[config.mk]
export PLATFORM = sky130hd
export DESIGN_NAME = sprite_plotter
export DESIGN_NICKNAME = d
export VERILOG_FILES = /design/src/rtl/sprite_plotter.sv
export SDC_FILE = /design/constraint.sdc
export NUM_CORES = 1
export LEC_CHECK = 0
export ABC_AREA = 1
export CORE_MARGIN = 10
export CORE_UTILIZATION = 30
export CTS_BUF_LIST = sky130_fd_sc_hd__clkbuf_16
export DETAILED_ROUTE_END_ITERATION = 7
export PLACE_DENSITY_LB_ADDON = 0.15
export SLEW_MARGIN = 20
export SYNTH_ARGS = -nofsm -noshare
export SYNTH_HDL_FRONTEND = slang
export SYNTH_SLANG_ARGS = --single-unit
[constraint.sdc]
create_clock -name CLOCK_50 -period 2.7 [get_ports CLOCK_50]
set_input_delay 0.27 -clock CLOCK_50 [delete_from_list [all_inputs] [get_ports CLOCK_50]]
set_output_delay 0.27 -clock CLOCK_50 [all_outputs]
set_load 0.03 [all_outputs]
[src/rtl/sprite_plotter.sv]
// Rasterises one garbage-box or press sprite into a VGA pixel port, one pixel per clock,
// behind a start/busy/done handshake. Off-screen pixels are suppressed but still take a cycle.
module sprite_plotter #(
    parameter int         GARB_W     = 20,
    parameter int         GARB_H     = 20,
    parameter int         PRESS_W    = 40,
    parameter int         PRESS_H    = 60,
    parameter int         LANE_X0    = 10,
    parameter int         LANE_PITCH = 36,
    parameter int         GARB_Y     = 80,
    parameter int         PRESS_Y    = 10,
    parameter logic [2:0] GARB_COL   = 3'b010,
    parameter logic [2:0] PRESS_COL  = 3'b111
) (
    input  logic       CLOCK_50,
    input  logic       reset_n,
    input  logic       start,
    input  logic       item,
    input  logic       erase,
    input  logic [2:0] position,
    output logic [7:0] x,
    output logic [6:0] y,
    output logic [2:0] colour,
    output logic       writeEn,
    output logic       busy,
    output logic       done
);

    localparam int MAX_WH = (GARB_W > GARB_H ? GARB_W : GARB_H) > (PRESS_W > PRESS_H ? PRESS_W : PRESS_H)
                          ? (GARB_W > GARB_H ? GARB_W : GARB_H) : (PRESS_W > PRESS_H ? PRESS_W : PRESS_H);
    localparam int CW = $clog2(MAX_WH + 1);

    typedef enum logic [1:0] {S_IDLE, S_PLOT, S_BAD, S_DONE} state_t;

    state_t          state_q, state_d;
    logic [CW-1:0]   dx_q, dx_d, dy_q, dy_d;
    logic [CW-1:0]   w_last_q, w_last_d, h_last_q, h_last_d;
    logic [7:0]      ox_q, ox_d;
    logic [6:0]      oy_q, oy_d;
    logic [2:0]      col_q, col_d;
    logic [7:0]      x_q, x_d;
    logic [6:0]      y_q, y_d;
    logic [2:0]      colour_q, colour_d;
    logic            we_q, we_d, busy_q, busy_d, done_q, done_d;

    logic [1:0]      req_lane;
    logic            req_ok;
    logic [8:0]      x_sum;
    logic [7:0]      y_sum;

    // Press steps walk out to lane 3 and back: 0,1,2,3,2,1.
    always_comb begin
        req_lane = position[1:0];
        req_ok   = 1'b1;
        if (item) begin
            case (position)
                3'd4:       req_lane = 2'd2;
                3'd5:       req_lane = 2'd1;
                3'd6, 3'd7: req_ok   = 1'b0;
                default:    ;
            endcase
        end else if (position[2]) begin
            req_ok = 1'b0;
        end
    end

    always_comb begin
        state_d  = state_q;
        dx_d     = dx_q;
        dy_d     = dy_q;
        w_last_d = w_last_q;
        h_last_d = h_last_q;
        ox_d     = ox_q;
        oy_d     = oy_q;
        col_d    = col_q;
        x_d      = x_q;
        y_d      = y_q;
        colour_d = colour_q;
        we_d     = 1'b0;
        busy_d   = busy_q;
        done_d   = 1'b0;
        x_sum    = 9'd0;
        y_sum    = 8'd0;

        case (state_q)
            S_IDLE: begin
                busy_d = 1'b0;
                if (start) begin
                    busy_d   = 1'b1;
                    dx_d     = '0;
                    dy_d     = '0;
                    ox_d     = 8'(LANE_X0) + 8'(LANE_PITCH) * 8'(req_lane);
                    oy_d     = item ? 7'(PRESS_Y) : 7'(GARB_Y);
                    w_last_d = item ? CW'(PRESS_W - 1) : CW'(GARB_W - 1);
                    h_last_d = item ? CW'(PRESS_H - 1) : CW'(GARB_H - 1);
                    col_d    = erase ? 3'b000 : (item ? PRESS_COL : GARB_COL);
                    state_d  = req_ok ? S_PLOT : S_BAD;
                end
            end
            S_PLOT: begin
                if (dx_q == w_last_q) begin
                    dx_d = '0;
                    if (dy_q == h_last_q) begin
                        state_d = S_DONE;
                        busy_d  = 1'b0;
                        done_d  = 1'b1;
                    end else begin
                        dy_d = dy_q + 1'b1;
                    end
                end else begin
                    dx_d = dx_q + 1'b1;
                end
            end
            S_BAD: begin
                state_d = S_DONE;
                busy_d  = 1'b0;
                done_d  = 1'b1;
            end
            default: begin
                state_d = S_IDLE;
                busy_d  = 1'b0;
            end
        endcase

        // Outputs are registered, so the pixel for the coming cycle is built from next-state counters.
        if (state_d == S_PLOT) begin
            x_sum    = 9'(ox_d) + 9'(dx_d);
            y_sum    = 8'(oy_d) + 8'(dy_d);
            x_d      = x_sum[7:0];
            y_d      = y_sum[6:0];
            colour_d = col_d;
            we_d     = (x_sum <= 9'd159) && (y_sum <= 8'd119);
        end
    end

    always_ff @(posedge CLOCK_50) begin
        if (!reset_n) begin
            state_q  <= S_IDLE;
            dx_q     <= '0;
            dy_q     <= '0;
            w_last_q <= '0;
            h_last_q <= '0;
            ox_q     <= '0;
            oy_q     <= '0;
            col_q    <= '0;
            x_q      <= '0;
            y_q      <= '0;
            colour_q <= '0;
            we_q     <= 1'b0;
            busy_q   <= 1'b0;
            done_q   <= 1'b0;
        end else begin
            state_q  <= state_d;
            dx_q     <= dx_d;
            dy_q     <= dy_d;
            w_last_q <= w_last_d;
            h_last_q <= h_last_d;
            ox_q     <= ox_d;
            oy_q     <= oy_d;
            col_q    <= col_d;
            x_q      <= x_d;
            y_q      <= y_d;
            colour_q <= colour_d;
            we_q     <= we_d;
            busy_q   <= busy_d;
            done_q   <= done_d;
        end
    end

    assign x       = x_q;
    assign y       = y_q;
    assign colour  = colour_q;
    assign writeEn = we_q;
    assign busy    = busy_q;
    assign done    = done_q;

endmodule

# Word level (Yosys, flattened, before mapping)
# Cells that the tools add are included.
[totals]
output_inout_bits = 21
elab_cells = 74
inputBits = 8
ff_bits = 65
[op_classes]
n_reduce_logical = 6
magnitude_cmp = 2
eq_ne = 11
muxes = 35
n_addsub = 5
n_mul = 1
[ops]
columns = ["op", "n"]
rows = [
  ["$mux W6", 7],
  ["$pmux W6 S2", 2],
  ["$mux W7", 3],
  ["$mux W8", 2],
  ["$add A6 B1 Y6 const B", 2],
  ["$eq A3 B3 Y1 const B", 4],
  ["$eq A6 B6 Y1", 2],
  ["$mux W3", 4],
  ["$mux W2", 5],
  ["$add A8 B6 Y9", 1],
  ["$le A9 B8 Y1 const B", 1],
  ["$add A4 B8 Y8 const A", 1],
  ["$add A7 B6 Y8", 1],
  ["$le A8 B7 Y1 const B", 1],
  ["$mux W1", 8],
  ["$mul A4 B2 Y6 const A", 1],
  ["$pmux W2 S3", 1],
  ["$reduce_and A2 Y1", 3],
  ["$eq A2 B1 Y1 const B", 2],
  ["$ne A2 B2 Y1 const B", 2],
  ["$pmux W1 S2", 2],
  ["$pmux W2 S2", 1],
  ["$eq A2 B2 Y1 const B", 1],
  ["$logic_not A2 Y1", 1],
  ["other kinds (2)", 2],
]

# Logic depth before layout (Yosys ltp)
[depth]
word_depth = 10
depth_mapped = 22
ltp_nobuf = 22

# Worst setup path before layout
# Ideal clock, no wire load.
[synth_path]
kind = "register to register"
from = "register state_q[1]"
to = "register y_q[5], in the netlist y[5]"
period_less_slack_ns = 2.645
stages_incl_launch_ff = 18
n_path_buf = 1
t_arrival_ns = 2.528
setup_time_ns = 0.117
required_time_ns = 2.583
path_slack_ns = 0.055
path_cell_list = "dfxtp_1 inv_1 ha_1 buf_2 nor2_1 nor2_2 clkinv_1 o21ai_1 nand2_1 ha_1 a21oi_1 or2_2 nand3_1 nand2_1 nand2_1 inv_1 nor2_1 a21oi_2"
[synth_between]
word_cells_on_any_way = 11
classes_between = "1 x add/sub; 3 x eq/ne; 6 x mux; 1 x reduce/logical"
[synth_lines]
columns = ["element", "line_no", "source"]
rows = [
  ["start: declaration", "35", "state_t state_q, state_d;"],
  ["start signal: assignment", "153", "state_q <= state_d;"],
  ["$eq A2 B1 Y1 or $logic_not A2 Y1 (tied branches)", "85", "case (state_q)"],
  ["$pmux W6 S2 (*)", "85", ""],
  ["via dy_d[2]", "36", "logic [CW-1:0] dx_q, dx_d, dy_q, dy_d;"],
  ["$add A7 B6 Y8 (*)", "128", "y_sum = 8'(oy_d) + 8'(dy_d);"],
  ["end signal: assignment", "162", "y_q <= y_d;"],
  ["end: declaration", "42", "logic [6:0] y_q, y_d;"],
]
# The timed path passes the listed nets; every way through them passes the cells marked *.
# A chain may end at the register's enable or synchronous reset.

# Worst setup path in the final report
[layout_path]
from = "register state_q[0]"
to = "register x_q[3], in the netlist x[3]"
[layout_between]
word_cells_on_any_way = 11
classes_between = "1 x add/sub; 3 x eq/ne; 6 x mux; 1 x reduce/logical"
[layout_lines]
columns = ["element", "line_no", "source"]
rows = [
  ["$eq A2 B1 Y1 or $logic_not A2 Y1 (tied branches)", "85", ""],
  ["$pmux W6 S2 (*)", "85", ""],
  ["via dx_d[1]", "36", ""],
  ["$add A8 B6 Y9 (*)", "127", "x_sum = 9'(ox_d) + 9'(dx_d);"],
  ["end signal: assignment", "146", "x_q <= '0;"],
  ["end signal: assignment", "161", "x_q <= x_d;"],
  ["end: declaration", "41", "logic [7:0] x_q, x_d;"],
]
# Marked as above.

==> results.toml <==
[cts]
cts-hold-fix-buffers = 0
cts_tree = "done"
clkTransAtPathRegs_ns = 0.07
cts_buffer_depth = 2
cts_htree_levels = 2
cts-root-buf = "clkbuf_16"
clkSinkCount = 56
clkLatencyLatePin_ns = 0.29
cts_made_buffers = 5

[placed_design]
globalplace.congestion = 0.843
port_buffers = 28
place_area_um2 = 3970
dpl_worst_slack_ns = -0.188
dp_hpwl_um = 6340

[final_layout]
num_antenna_cells = 0
fin_nets = 579
postLayoutCellArea_um2 = 4410
nFillCells = 1129
multi_input_area_um2 = 1930
drive_above_1_share = 0.237
seq_area_um2 = 1130
final_common_cell = "nand2_1"
area_delta_synth_final_pct = 34.8
layout_common_cells = "nand2_1 (105), inv_1 (74), nor2_1 (54), dfxtp_1 (49), buf_4 (49)"

[pwr]
cellPowerDensity_nw_per_um2 = 1040
p_leak_nw = 2.18
vdd_ir_drop_max_mv = 0.523

[grt]
grt_max_degree = 29
grt.busiest_layer = "met2"
grt_overflow = 0
use_met1 = 0.123
grt_pass1_vias = 2950
grt_pass1_wl_um = 13800
antenna_found_initial = 0
grtUsageMet3 = 0.0174
gr-usage-met2 = 0.186
track_usage = 0.105

[die]
core-area_um2 = 10700
dieArea_um2 = 15500
start_util = 0.304
rows = 38
die_h_um = 124
die_w_um = 124
num_io_pins = 29

[route]
ant_nets = 0
wl_um = 8400
via_per_inst = 4.45
routedWlPerCell_um = 12.1
dr_total_vias = 3082
drc_errors = 0
drt_iter0_drc = 127
first_pass_iters = 4

[synthesis]
yosys_warnings = 0
yosysTopAreaCell = "dfxtp_1"
synth_nets = 506
synth_top_family_by_area = "simple AND/OR/NAND/NOR gates"
yosysTopAreaCellShare = 0.343
ys_seq_area_frac = 0.343
muxShareOfSynthArea = 0
synth_compound_area_frac = 0.115
netlist_instances = 478
netlist_area_um2 = 3270
synth.avg_cell_area_um2 = 6.84
synth-xor-area-share = 0.0294
synth_cell_type_count = 38
yosys.area_share.simple = 0.307
synth_fa_ha_area_frac = 0.0811
synth.area.top_cells = "dfxtp_1 (34%), nand2_1 (13%), inv_1 (8.9%), ha_1 (6.9%), nor2_1 (6.4%)"
synth-seq-cells = 56

[run_status]
status = "finished, final reports clean"

[critical_path]
cp_data_arrival_time_ns = 2.69
crit_fanout = 3
slowest_delay_ns = 0.31
critPathLaunchType = "flip-flop"
crit_top_cell = "buf_4"
critPathTopFamily = "buffers and inverters"
path_depth = 14
reg2reg_depth = 14
cp_cell_sequence = "buf_4, ha_1, nor2_2, nor2_4, buf_4, o22ai_2, buf_4, ha_1, buf_4, a31oi_1, xor2_1, inv_1, nor2_1, a21oi_1"
slowest_stage = "dfxtp_1"
cp.required_ns = 2.87
critical_path_class = "reg2reg"
path_buf_inv = 5
endpoint_kind = "flip-flop"

[flow_run]
cap_violations = 0

[sta]
setup_viol = 0
slew_violations = 0
max_slew_margin = 0.629
final_hold_viol_count = 0
fin_ws_ns = 0.180
final.min_clock_period_ns = 2.52
post-route-period-util = 0.933
skew_ns = 0.00401
clock.fmax_ghz = 0.397
worstMarginPinSlew_ns = 0.551

[hold_path]
min_path_cells = 2
hold_path.class = "reg2reg"
==> power breakdown <==
part / internal, mW / switching [mW] / total (mW)
logic: 1.14 / 1.59 / 2.73
clock network: 0.434 / 0.303 / 0.737
registers: 1.03 / 0.0993 / 1.13
==> metal layers <==
layer  wire [µm]  share of wire
met1        3920           0.47
met5           0              0
met4         149          0.018
met3         211          0.025
met2        4130           0.49
==> registers in the layout, indices dropped and copies added (netlist names), 6 cells and up <==
name / cells
ox_q: 8
x: 8
oy_q: 7
y: 7
dx_q: 6
dy_q: 6
==> cells by family (layout without fill, tap and decap cells) <==
logic type / Yosys count / count (layout)
compound gates: 64 / 64
xor+xnor: 11 / 11
fa+ha+maj: 20 / 20
buf+inv: 100 / 174
flops: 56 / 56
simple gates: 227 / 227
==> worst min-delay path: stages, from the launching register on <==
cell,delay [ns]
dfxtp_1,0.30
inv_1,0.06
nor3_1,0.05
==> stage by stage <==
stage	hold slack, ns	power [mW]	instances	setup TNS (ns)	util
after floorplan	0.419	2.79	478	0	-
after global placement	0.431	3.55	676	-1.39	0.370
after detailed placement	0.434	3.55	676	-1.37	0.370
after CTS	0.445	4.32	684	0	0.385
after global routing	0.470	5.00	692	-0.0538	0.411
final	0.444	4.60	692	0	0.411
==> final cells by class <==
type | instances | area share
flip-flops and latches | 56 | 0.256
well taps | 140 | 0.0397
clock inverters | 3 | 0.00879
multi-input cells | 322 | 0.437
clock buffers | 5 | 0.0284
inverters | 86 | 0.0737
repair buffers | 80 | 0.157
==> synthesized netlist by cell type (all sizes together) <==
| cell | n |
|---|---|
| and2 | 1 |
| nand2 | 116 |
| xor2 | 8 |
| a31oi | 2 |
| nand4 | 9 |
| dfxtp | 56 |
| o21ai | 18 |
| o211ai | 2 |
| buf | 9 |
| a21oi | 35 |
| inv | 84 |
| fa | 2 |
| or2 | 4 |
| o21bai | 4 |
| nor3 | 6 |
| ha | 18 |
| clkinv | 2 |
| a211oi | 2 |
| nor2 | 62 |
| xnor2 | 3 |
| o22ai | 1 |
| nand3b | 1 |
| nand3 | 28 |
| clkbuf | 5 |
==> worst paths after layout <==
check | from | to | slack, ns
worst max-delay path | state_q[0] | x[3] | 0.18
worst min-delay path | oy_q[0] | oy_q[0] | 0.44
worst max register to register | state_q[0] | x[3] | 0.18
worst min register to register | oy_q[0] | oy_q[0] | 0.44
==> repair_timing <==
item	4_1_cts	5_1_grt
gates resized for setup	2	50
pin swaps	0	19
setup endpoints to repair	6	10
buffers inserted	0	8
Note: power is estimated with default switching activity, not from simulation.
